`config.mk`:
```
export PLATFORM = sky130hd
export DESIGN_NAME = decode_stage_flat
export DESIGN_NICKNAME = d
export VERILOG_FILES = /design/src/rtl/decode_stage_if.sv /design/src/rtl/decode_stage.sv /design/src/flat_wrapper.sv
export SDC_FILE = /design/constraint.sdc
export NUM_CORES = 1
export LEC_CHECK = 0
export CAP_MARGIN = 20
export CORE_MARGIN = 3
export CORE_UTILIZATION = 25
export DETAILED_ROUTE_END_ITERATION = 12
export GPL_TIMING_DRIVEN = 0
export MAX_ROUTING_LAYER = met4
export REMOVE_ABC_BUFFERS = 1
export SLEW_MARGIN = 20
export SYNTH_ARGS = -nofsm -noshare
export SYNTH_HDL_FRONTEND = slang
export SYNTH_SLANG_ARGS = --single-unit
```
`constraint.sdc`:
```
create_clock -name clk -period 3.8 [get_ports clk]
set_input_delay 0.76 -clock clk [delete_from_list [all_inputs] [get_ports clk]]
set_output_delay 0.76 -clock clk [all_outputs]
set_load 0.01 [all_outputs]
```
`src/rtl/decode_stage_if.sv`:
```
// rtl/decode_stage_if.sv - fetch-side and execute-side handshake bundle for decode_stage
// master drives instructions and out_ready, slave is the decode stage itself.
interface decode_stage_if #(
  parameter int INSTRUCTION_SIZE = 20,
  parameter int OP_SIZE          = 6,
  parameter int REG_ADDRESS_SIZE = 2,
  parameter int DATA_WIDTH       = 16,
  parameter int PC_WIDTH         = 12
);
  logic                        in_valid;
  logic                        in_ready;
  logic [INSTRUCTION_SIZE-1:0] in_instruction;
  logic [PC_WIDTH-1:0]         in_pc;

  logic                        out_valid;
  logic                        out_ready;
  logic [OP_SIZE-1:0]          out_opcode;
  logic [1:0]                  out_format;
  logic [REG_ADDRESS_SIZE-1:0] out_rAlpha;
  logic [REG_ADDRESS_SIZE-1:0] out_rBeta;
  logic [REG_ADDRESS_SIZE-1:0] out_rGamma;
  logic [DATA_WIDTH-1:0]       out_imm;
  logic [PC_WIDTH-1:0]         out_jump_target;
  logic [PC_WIDTH-1:0]         out_pc;

  modport master (
    output in_valid, in_instruction, in_pc, out_ready,
    input  in_ready, out_valid, out_opcode, out_format, out_rAlpha, out_rBeta,
           out_rGamma, out_imm, out_jump_target, out_pc
  );

  modport slave (
    input  in_valid, in_instruction, in_pc, out_ready,
    output in_ready, out_valid, out_opcode, out_format, out_rAlpha, out_rBeta,
           out_rGamma, out_imm, out_jump_target, out_pc
  );
endinterface

```
`src/rtl/decode_stage.sv`:
```
// rtl/decode_stage.sv - registered instruction decode stage with backpressure and flush
// Define DECODE_HAZARD_EN to add the load-use interlock and the hazard_stalls counter.
module decode_stage #(
  parameter int                  INSTRUCTION_SIZE     = 20,
  parameter int                  OP_SIZE              = 6,
  parameter int                  REG_ADDRESS_SIZE     = 2,
  parameter int                  SMALL_IMMEDIATE_SIZE = 10,
  parameter int                  BIG_IMMEDIATE_SIZE   = 12,
  parameter int                  JUMP_ADDRESS_SIZE    = 9,
  parameter int                  DATA_WIDTH           = 16,
  parameter int                  PC_WIDTH             = 12,
  parameter logic [OP_SIZE-1:0]  LOAD_OPCODE          = 6'h14
) (
  input  logic                 clk,
  input  logic                 rst_n,
  input  logic                 flush_i,
  decode_stage_if.slave        bus,
  output logic [15:0]          hazard_stalls_o
);

  localparam int OP_LSB = INSTRUCTION_SIZE - OP_SIZE;
  localparam int RA_LSB = OP_LSB - REG_ADDRESS_SIZE;
  localparam int RB_LSB = RA_LSB - REG_ADDRESS_SIZE;
  localparam int RG_LSB = RB_LSB - REG_ADDRESS_SIZE;
  localparam int JT_W   = JUMP_ADDRESS_SIZE + 2;

  localparam logic [1:0] FMT_R  = 2'b00;
  localparam logic [1:0] FMT_RI = 2'b01;
  localparam logic [1:0] FMT_LI = 2'b10;

  logic [OP_SIZE-1:0]              dec_opcode;
  logic [1:0]                      dec_format;
  logic [REG_ADDRESS_SIZE-1:0]     dec_ra;
  logic [REG_ADDRESS_SIZE-1:0]     dec_rb;
  logic [REG_ADDRESS_SIZE-1:0]     dec_rg;
  logic [SMALL_IMMEDIATE_SIZE-1:0] dec_small;
  logic [BIG_IMMEDIATE_SIZE-1:0]   dec_big;
  logic [DATA_WIDTH-1:0]           dec_imm;
  logic [JT_W-1:0]                 jt_raw;
  logic [PC_WIDTH-1:0]             dec_jt;

  logic                            valid_q, valid_d;
  logic [OP_SIZE-1:0]              opcode_q, opcode_d;
  logic [1:0]                      format_q, format_d;
  logic [REG_ADDRESS_SIZE-1:0]     ra_q, ra_d;
  logic [REG_ADDRESS_SIZE-1:0]     rb_q, rb_d;
  logic [REG_ADDRESS_SIZE-1:0]     rg_q, rg_d;
  logic [DATA_WIDTH-1:0]           imm_q, imm_d;
  logic [PC_WIDTH-1:0]             jt_q, jt_d;
  logic [PC_WIDTH-1:0]             pc_q, pc_d;

  logic                            interlock;
  logic                            accept;

  assign dec_opcode = bus.in_instruction[INSTRUCTION_SIZE-1:OP_LSB];
  assign dec_format = dec_opcode[OP_SIZE-1:OP_SIZE-2];
  assign dec_ra     = bus.in_instruction[RA_LSB +: REG_ADDRESS_SIZE];
  assign dec_rb     = bus.in_instruction[RB_LSB +: REG_ADDRESS_SIZE];
  assign dec_rg     = bus.in_instruction[RG_LSB +: REG_ADDRESS_SIZE];
  assign dec_small  = bus.in_instruction[SMALL_IMMEDIATE_SIZE-1:0];
  assign dec_big    = bus.in_instruction[BIG_IMMEDIATE_SIZE-1:0];
  assign jt_raw     = {bus.in_instruction[OP_LSB-1:OP_LSB-JUMP_ADDRESS_SIZE], 2'b00};

  // Word-aligned jump field is fitted to PC_WIDTH by zero-extension or truncation.
  if (JT_W >= PC_WIDTH) begin : g_jt_trunc
    assign dec_jt = jt_raw[PC_WIDTH-1:0];
  end else begin : g_jt_ext
    assign dec_jt = {{(PC_WIDTH-JT_W){1'b0}}, jt_raw};
  end

  always_comb begin
    dec_imm = '0;
    case (dec_format)
      FMT_RI:  dec_imm = {{(DATA_WIDTH-SMALL_IMMEDIATE_SIZE){dec_small[SMALL_IMMEDIATE_SIZE-1]}},
                          dec_small};
      FMT_LI:  dec_imm = {{(DATA_WIDTH-BIG_IMMEDIATE_SIZE){dec_big[BIG_IMMEDIATE_SIZE-1]}},
                          dec_big};
      default: dec_imm = '0;
    endcase
  end

`ifdef DECODE_HAZARD_EN
  logic        src_hit;
  logic [15:0] stalls_q, stalls_d;

  always_comb begin
    src_hit = 1'b0;
    case (dec_format)
      FMT_R:   src_hit = (dec_rb == ra_q) || (dec_rg == ra_q);
      FMT_RI:  src_hit = (dec_ra == ra_q) || (dec_rb == ra_q);
      default: src_hit = 1'b0;
    endcase
  end

  assign interlock = valid_q && bus.out_ready && (opcode_q == LOAD_OPCODE) &&
                     bus.in_valid && src_hit;

  always_comb begin
    stalls_d = stalls_q;
    if (interlock && !flush_i && (stalls_q != 16'hFFFF)) begin
      stalls_d = stalls_q + 16'd1;
    end
  end

  always_ff @(posedge clk or negedge rst_n) begin
    if (!rst_n) begin
      stalls_q <= '0;
    end else begin
      stalls_q <= stalls_d;
    end
  end

  assign hazard_stalls_o = stalls_q;
`else
  assign interlock       = 1'b0;
  assign hazard_stalls_o = '0;
`endif

  assign bus.in_ready = !flush_i && !interlock && (!valid_q || bus.out_ready);
  assign accept       = bus.in_valid && bus.in_ready;

  // accept already excludes flush, so flush only needs to drop the held word.
  always_comb begin
    valid_d  = valid_q;
    opcode_d = opcode_q;
    format_d = format_q;
    ra_d     = ra_q;
    rb_d     = rb_q;
    rg_d     = rg_q;
    imm_d    = imm_q;
    jt_d     = jt_q;
    pc_d     = pc_q;
    if (flush_i) begin
      valid_d = 1'b0;
    end else if (accept) begin
      valid_d  = 1'b1;
      opcode_d = dec_opcode;
      format_d = dec_format;
      ra_d     = dec_ra;
      rb_d     = dec_rb;
      rg_d     = dec_rg;
      imm_d    = dec_imm;
      jt_d     = dec_jt;
      pc_d     = bus.in_pc;
    end else if (bus.out_ready) begin
      valid_d = 1'b0;
    end
  end

  always_ff @(posedge clk or negedge rst_n) begin
    if (!rst_n) begin
      valid_q  <= 1'b0;
      opcode_q <= '0;
      format_q <= '0;
      ra_q     <= '0;
      rb_q     <= '0;
      rg_q     <= '0;
      imm_q    <= '0;
      jt_q     <= '0;
      pc_q     <= '0;
    end else begin
      valid_q  <= valid_d;
      opcode_q <= opcode_d;
      format_q <= format_d;
      ra_q     <= ra_d;
      rb_q     <= rb_d;
      rg_q     <= rg_d;
      imm_q    <= imm_d;
      jt_q     <= jt_d;
      pc_q     <= pc_d;
    end
  end

  assign bus.out_valid       = valid_q;
  assign bus.out_opcode      = opcode_q;
  assign bus.out_format      = format_q;
  assign bus.out_rAlpha      = ra_q;
  assign bus.out_rBeta       = rb_q;
  assign bus.out_rGamma      = rg_q;
  assign bus.out_imm         = imm_q;
  assign bus.out_jump_target = jt_q;
  assign bus.out_pc          = pc_q;

endmodule

```
`src/flat_wrapper.sv`:
```
// flat-port wrapper written by rule: the top's interface ports become plain ports
module decode_stage_flat 
#(
  parameter int                  INSTRUCTION_SIZE     = 20,
  parameter int                  OP_SIZE              = 6,
  parameter int                  REG_ADDRESS_SIZE     = 2,
  parameter int                  SMALL_IMMEDIATE_SIZE = 10,
  parameter int                  BIG_IMMEDIATE_SIZE   = 12,
  parameter int                  JUMP_ADDRESS_SIZE    = 9,
  parameter int                  DATA_WIDTH           = 16,
  parameter int                  PC_WIDTH             = 12,
  parameter logic [OP_SIZE-1:0]  LOAD_OPCODE          = 6'h14
)
  (clk, rst_n, flush_i, hazard_stalls_o, bus_in_valid, bus_in_instruction, bus_in_pc, bus_out_ready, bus_in_ready, bus_out_valid, bus_out_opcode, bus_out_format, bus_out_rAlpha, bus_out_rBeta, bus_out_rGamma, bus_out_imm, bus_out_jump_target, bus_out_pc);
  decode_stage_if #(.INSTRUCTION_SIZE(INSTRUCTION_SIZE), .OP_SIZE(OP_SIZE), .REG_ADDRESS_SIZE(REG_ADDRESS_SIZE), .DATA_WIDTH(DATA_WIDTH), .PC_WIDTH(PC_WIDTH)) bus_i ();
  input  logic clk;
  input  logic rst_n;
  input  logic flush_i;
  output logic [15:0] hazard_stalls_o;
  input wire logic [$bits(bus_i.in_valid)-1:0] bus_in_valid;
  input wire logic [$bits(bus_i.in_instruction)-1:0] bus_in_instruction;
  input wire logic [$bits(bus_i.in_pc)-1:0] bus_in_pc;
  input wire logic [$bits(bus_i.out_ready)-1:0] bus_out_ready;
  output wire logic [$bits(bus_i.in_ready)-1:0] bus_in_ready;
  output wire logic [$bits(bus_i.out_valid)-1:0] bus_out_valid;
  output wire logic [$bits(bus_i.out_opcode)-1:0] bus_out_opcode;
  output wire logic [$bits(bus_i.out_format)-1:0] bus_out_format;
  output wire logic [$bits(bus_i.out_rAlpha)-1:0] bus_out_rAlpha;
  output wire logic [$bits(bus_i.out_rBeta)-1:0] bus_out_rBeta;
  output wire logic [$bits(bus_i.out_rGamma)-1:0] bus_out_rGamma;
  output wire logic [$bits(bus_i.out_imm)-1:0] bus_out_imm;
  output wire logic [$bits(bus_i.out_jump_target)-1:0] bus_out_jump_target;
  output wire logic [$bits(bus_i.out_pc)-1:0] bus_out_pc;
  assign bus_i.in_valid = bus_in_valid;
  assign bus_i.in_instruction = bus_in_instruction;
  assign bus_i.in_pc = bus_in_pc;
  assign bus_i.out_ready = bus_out_ready;
  assign bus_in_ready = bus_i.in_ready;
  assign bus_out_valid = bus_i.out_valid;
  assign bus_out_opcode = bus_i.out_opcode;
  assign bus_out_format = bus_i.out_format;
  assign bus_out_rAlpha = bus_i.out_rAlpha;
  assign bus_out_rBeta = bus_i.out_rBeta;
  assign bus_out_rGamma = bus_i.out_rGamma;
  assign bus_out_imm = bus_i.out_imm;
  assign bus_out_jump_target = bus_i.out_jump_target;
  assign bus_out_pc = bus_i.out_pc;
  decode_stage #(.INSTRUCTION_SIZE(INSTRUCTION_SIZE), .OP_SIZE(OP_SIZE), .REG_ADDRESS_SIZE(REG_ADDRESS_SIZE), .SMALL_IMMEDIATE_SIZE(SMALL_IMMEDIATE_SIZE), .BIG_IMMEDIATE_SIZE(BIG_IMMEDIATE_SIZE), .JUMP_ADDRESS_SIZE(JUMP_ADDRESS_SIZE), .DATA_WIDTH(DATA_WIDTH), .PC_WIDTH(PC_WIDTH), .LOAD_OPCODE(LOAD_OPCODE)) u_core (.clk(clk), .rst_n(rst_n), .flush_i(flush_i), .bus(bus_i), .hazard_stalls_o(hazard_stalls_o));
endmodule
```
**Word-level counts from Yosys, hierarchy flattened**

Cells that the tools add are included.

- Register bits after elaboration: 52
- Bits of input ports: 37
- Output and inout port bits: 72
- Word-level logic and storage cells: 23

- Equal/unequal tests: 2
- Muxes and demuxes: 4
- Bitwise gates (word level): 1
- Reductions and logical operators: 7

Operator list:

| kind | count |
|---|---|
| 16-bit one-hot mux with 2 select lines | 1 |
| 1-bit two-way mux | 3 |
| 3-bit nonzero test | 1 |
| 2-bit by 1-bit == test with 1-bit output (second input constant) | 1 |
| 2-bit == test (second input constant) | 1 |
| 1-bit logical AND | 2 |
| 1-bit zero test | 2 |
| 2-bit AND reduction | 1 |
| 1-bit logical OR | 1 |
| 1-bit NOT | 1 |

**Longest topological paths before layout**

Gate-level depths: netlist of the first run.

- Word-level depth: 6
- Gate-level depth with buffers: 5
- Gate-level depth less buffers: 5

**Worst setup path after synthesis of the first run**

No wires, ideal clock.

- Path kind: in2out
- Start point: input bus_out_ready
- End point: output bus_in_ready
- Data arrival time: 1112 ps
- Data required time: 3040 ps
- Setup slack: 1928 ps
- Stages: 3
- Cells stage by stage: nor2b_1 -> buf_4 -> nor2_1

- Longest elaborated chain between the ends: 2

RTL lines:

| item | RTL line | RTL |
|---|---|---|
| start, declared | flat_wrapper.sv:23 | `input wire logic [$bits(bus_i.out_ready)-1:0] bus_out_ready;` |
| 1-bit logical OR | decode_stage.sv:119 | `assign bus.in_ready = !flush_i && !interlock && (!valid_q \|\| bus.out_ready);` |
| 1-bit logical AND | decode_stage.sv:119 |  |
| end, declared | flat_wrapper.sv:24 | `output wire logic [$bits(bus_i.in_ready)-1:0] bus_in_ready;` |

Every way passes these cells.

**Worst setup path after layout of the first run**

Ends and elaborated chain as after synthesis.

==> results of run 1 <==
[synthesized netlist by cell type]
cell	n
a22o_1	10
a22oi_1	2
buf_2	1
buf_4	33
buf_6	2
conb_1	1
dfrtp_1	40
ha_1	2
inv_1	2
mux2_2	19
mux2_4	6
nand2b_4	1
nor2_1	4
nor2_4	1
nor2b_1	1
nor4_4	1
o21ai_0	6
o31ai_2	2
or2_4	1
[per-stage QoR]
step,setup WS (ns),utilization [%],power (mW)
after floorplan,1.65,-,0.657
after global placement,0.673,38.0,0.879
after detailed placement,0.667,38.3,0.887
after CTS,0.673,40.1,1.28
after global routing,0.560,40.1,1.32
final,0.696,40.1,1.25
[power by group]
group	switching [mW]	internal [mW]
clock network	0.145	0.232
logic	0.127	0.224
registers	0.0349	0.486
total	0.307	0.941
[logic make-up after synthesis]
kind of cell               after synthesis  synth area share [%]
AOI/OAI and AO/OA                       20                  8.52
adders and majority gates                2                  1.35
buffers and inverters                   38                  15.3
DFF                                     40                  54.1
muxes                                   25                  16.4
other                                    1                 0.203
and+or+nand+nor                          9                  4.12
[cell type report]
class	instances	share of cell area [%]
Clock buffer	7	3.44
Inverter	2	0.268
Sequential cell	40	35.7
Tap cell	96	4.29
Clock inverter	1	1.07
Timing Repair Buffer	90	32.6
Multi-Input combinational cell	75	22.6
[registers in the layout, summed over array words and instances (netlist names)]
| name | count |
|---|---|
| u_core.bus.out_valid | 1 |
| u_core.bus.out_jump_target | 6 |
| u_core.bus.out_imm | 12 |
| u_core.bus.out_format | 1 |
| u_core.bus.out_rAlpha | 1 |
| u_core.bus.out_rBeta | 1 |
| u_core.bus.out_rGamma | 1 |
| u_core.bus.out_opcode | 5 |
| u_core.bus.out_pc | 12 |
[per-layer routing]
layer | share of wire (%) | vias up | routed length, um
met5 | 0 | - | 0
li1 | - | 573 | -
met4 | 1.1 | 0 | 44
met3 | 9.5 | 4 | 372
met1 | 44 | 588 | 1740
met2 | 45 | 72 | 1760
[layout by cell type (no fill, tap or decap), drive strengths merged, types with 5 or more instances in the layout]
cell,instances
dfrtp,40
a22o,10
clkdlybuf4s50,88
o21ai,6
nor2,5
conb,19
clkbuf,7
mux2,25
[worst max-delay path, delay by kind of cell]
family                 cells  cell delay (ns)
buffers and inverters      2             0.90
and+or+nand+nor            2             0.68
[worst max path at each step]
| stage | endpoint | slack, ns |
|---|---|---|
| global route | bus_in_ready | 0.56 |
| finish | bus_in_ready | 0.70 |
| CTS | bus_in_ready | 0.67 |
| detailed placement | bus_in_ready | 0.67 |
| global placement | bus_in_ready | 0.67 |
| floorplan | bus_in_ready | 1.65 |
==> results.tsv, run 1 <==
stage	metric	value	unit
run_status	status	finished, final reports clean	
sta	rsz0062_at_grt	false	
synthesis	synth_top_area_cell	dfrtp_1	
synthesis	synth_warnings	0	
placed_design	place.gp.congestion	0.653	
drt	drt-wirelength-per-cell	12.6	um
drt	route.vias.total	1237	
placed_design	io_buffers	89	
cts	cts_max_path_buffers	2	
worst_setup_path	crit_top_cell	clkdlybuf4s50_1	
worst_setup_path	cp_max_fo	9	
floorplanning	start_util	26.5	%
sta	fmax	0.322	GHz
floorplanning	num_rows	30	
layout	num-fill-cells	684	
worst_setup_path	criticalPathCategory	in2out	
synthesis	netlist_area	0.00185	mm2
global_route	grt_pass1_vias	1266	
sta	period_minus_slack	3.10	ns
drt	viasPerCell	3.98	
worst_setup_path	reg2reg_setup_slack	1.89	ns
global_route	grtUsageTotal	9.39	%
global_route	overflow	0	
global_route	grt_max_degree	22	
layout	finalNonFillerCells	311	
placed_design	dpl_cell_area	0.00268	mm2
placed_design	hpwl	2950	um
sta	skew	0.00576	ns
floorplanning	die_width	92.0	um
drt	drc	0	
sta	whs	0.429	ns
synthesis	ys_top_cells_by_area	dfrtp_1 (54%), buf_4 (13%), mux2_2 (12%)	
cts	cts_root_buffer	clkbuf_8	
flow_run	cap_violations	0	
cts	clk_pin_slew	0.08	ns
synthesis	ys_seq_area_share	54.1	%
synthesis	synthDistinctLibCells	19	
power_and_ir_drop	vdd_drop_max	0.000160	V
worst_setup_path	worstRegToRegCells	3	
worst_setup_path	crit_slowest_cell	nor2b_1	
global_route	use_met2	13.6	%
layout	design_area	0.00280	mm2
synthesis	yosys.area.top_type_share	54.1	%
layout	area_growth_syn_to_layout	51.5	%
cts	cts_tree	built	
sta	maxSlewViolCount	0	
worst_setup_path	end_kind	primary output	
global_route	grtUsageMet1	11.9	%
floorplanning	dieHeight	92.0	um
drt	wl	3920	um
cts	cts_sinks	40	
layout	seq_area	0.00100	mm2
layout	layout-drive-gt1-share	19.1	%
sta	hold_viol	0	
global_route	met3_usage	3.45	%
floorplanning	io_pins	109	
sta	relSlewSlack	48.4	%
synthesis	avgSynthCellArea	13.7	um2
drt	drt_first_pass_iters	2	
worst_setup_path	r2r_end	u_core.bus.out_jump_target[2]	
min_path	worst_hold_path_type	in2async	
power_and_ir_drop	p_per_area	446	mW/mm2
sta	fin_crit_sh	81.7	%
sta	setup_viol	0	
floorplanning	dieArea	0.00847	mm2
cts	post_cts_buffers	0	
synthesis	ys_seq_elements	40	
worst_setup_path	arrival	2.34	ns
global_route	grt_pass1_wl	6120	um
worst_setup_path	start_kind	input pin	
cts	post_cts_resized	0	
layout	diodes	0	
placed_design	place_inst	303	
sta	worst_pin_slew	0.773	ns
global_route	antenna_found_initial	0	
synthesis	syn_inst	135	
cts	clk-insertion-delay-late	0.29	ns
worst_setup_path	max_stage_delay	0.61	ns
layout	multiInputGateArea	634	um2
worst_setup_path	crit_start	bus_out_ready	
cts	cts_htree_levels	2	
worst_setup_path	crit_chain	clkdlybuf4s50_1 -> nor2b_1 -> nor2_1 -> clkdlybuf4s50_1	
cts	cts_buffers	5	
worst_setup_path	worstPathRequired	3.04	ns
layout	layout.nets	253	
cts	cts-hold-fix-buffers	0	
power_and_ir_drop	leakage	1.20	nW
global_route	busiest_layer	met2	
floorplanning	core_area	0.00698	mm2
worst_setup_path	rr_startpoint	u_core.bus.out_valid	
sta	setup_tns	0	ns
drt	ant_nets	0	
drt	drt_iter0_markers	27	
No activity file was read; power rests on OpenSTA's default activity.
==> run 2: changes to the inputs <==
clock period = 3.2 ns   (was 3.8 ns; I/O delays follow)
==> results of run 2 <==
Same layout as run 1 (identical final DEF). Status: finished, final reports clean.
Among the figures that moved: setup slack after placement 0.667 ns -> 0.307 ns; setup slack after layout 0.696 ns -> 0.336 ns; hold slack 0.429 ns -> 0.309 ns; register-to-register setup slack 1.89 ns -> 1.29 ns; total power 1.25 mW -> 1.48 mW; worst IR drop on VDD 0.000160 V -> 0.000190 V
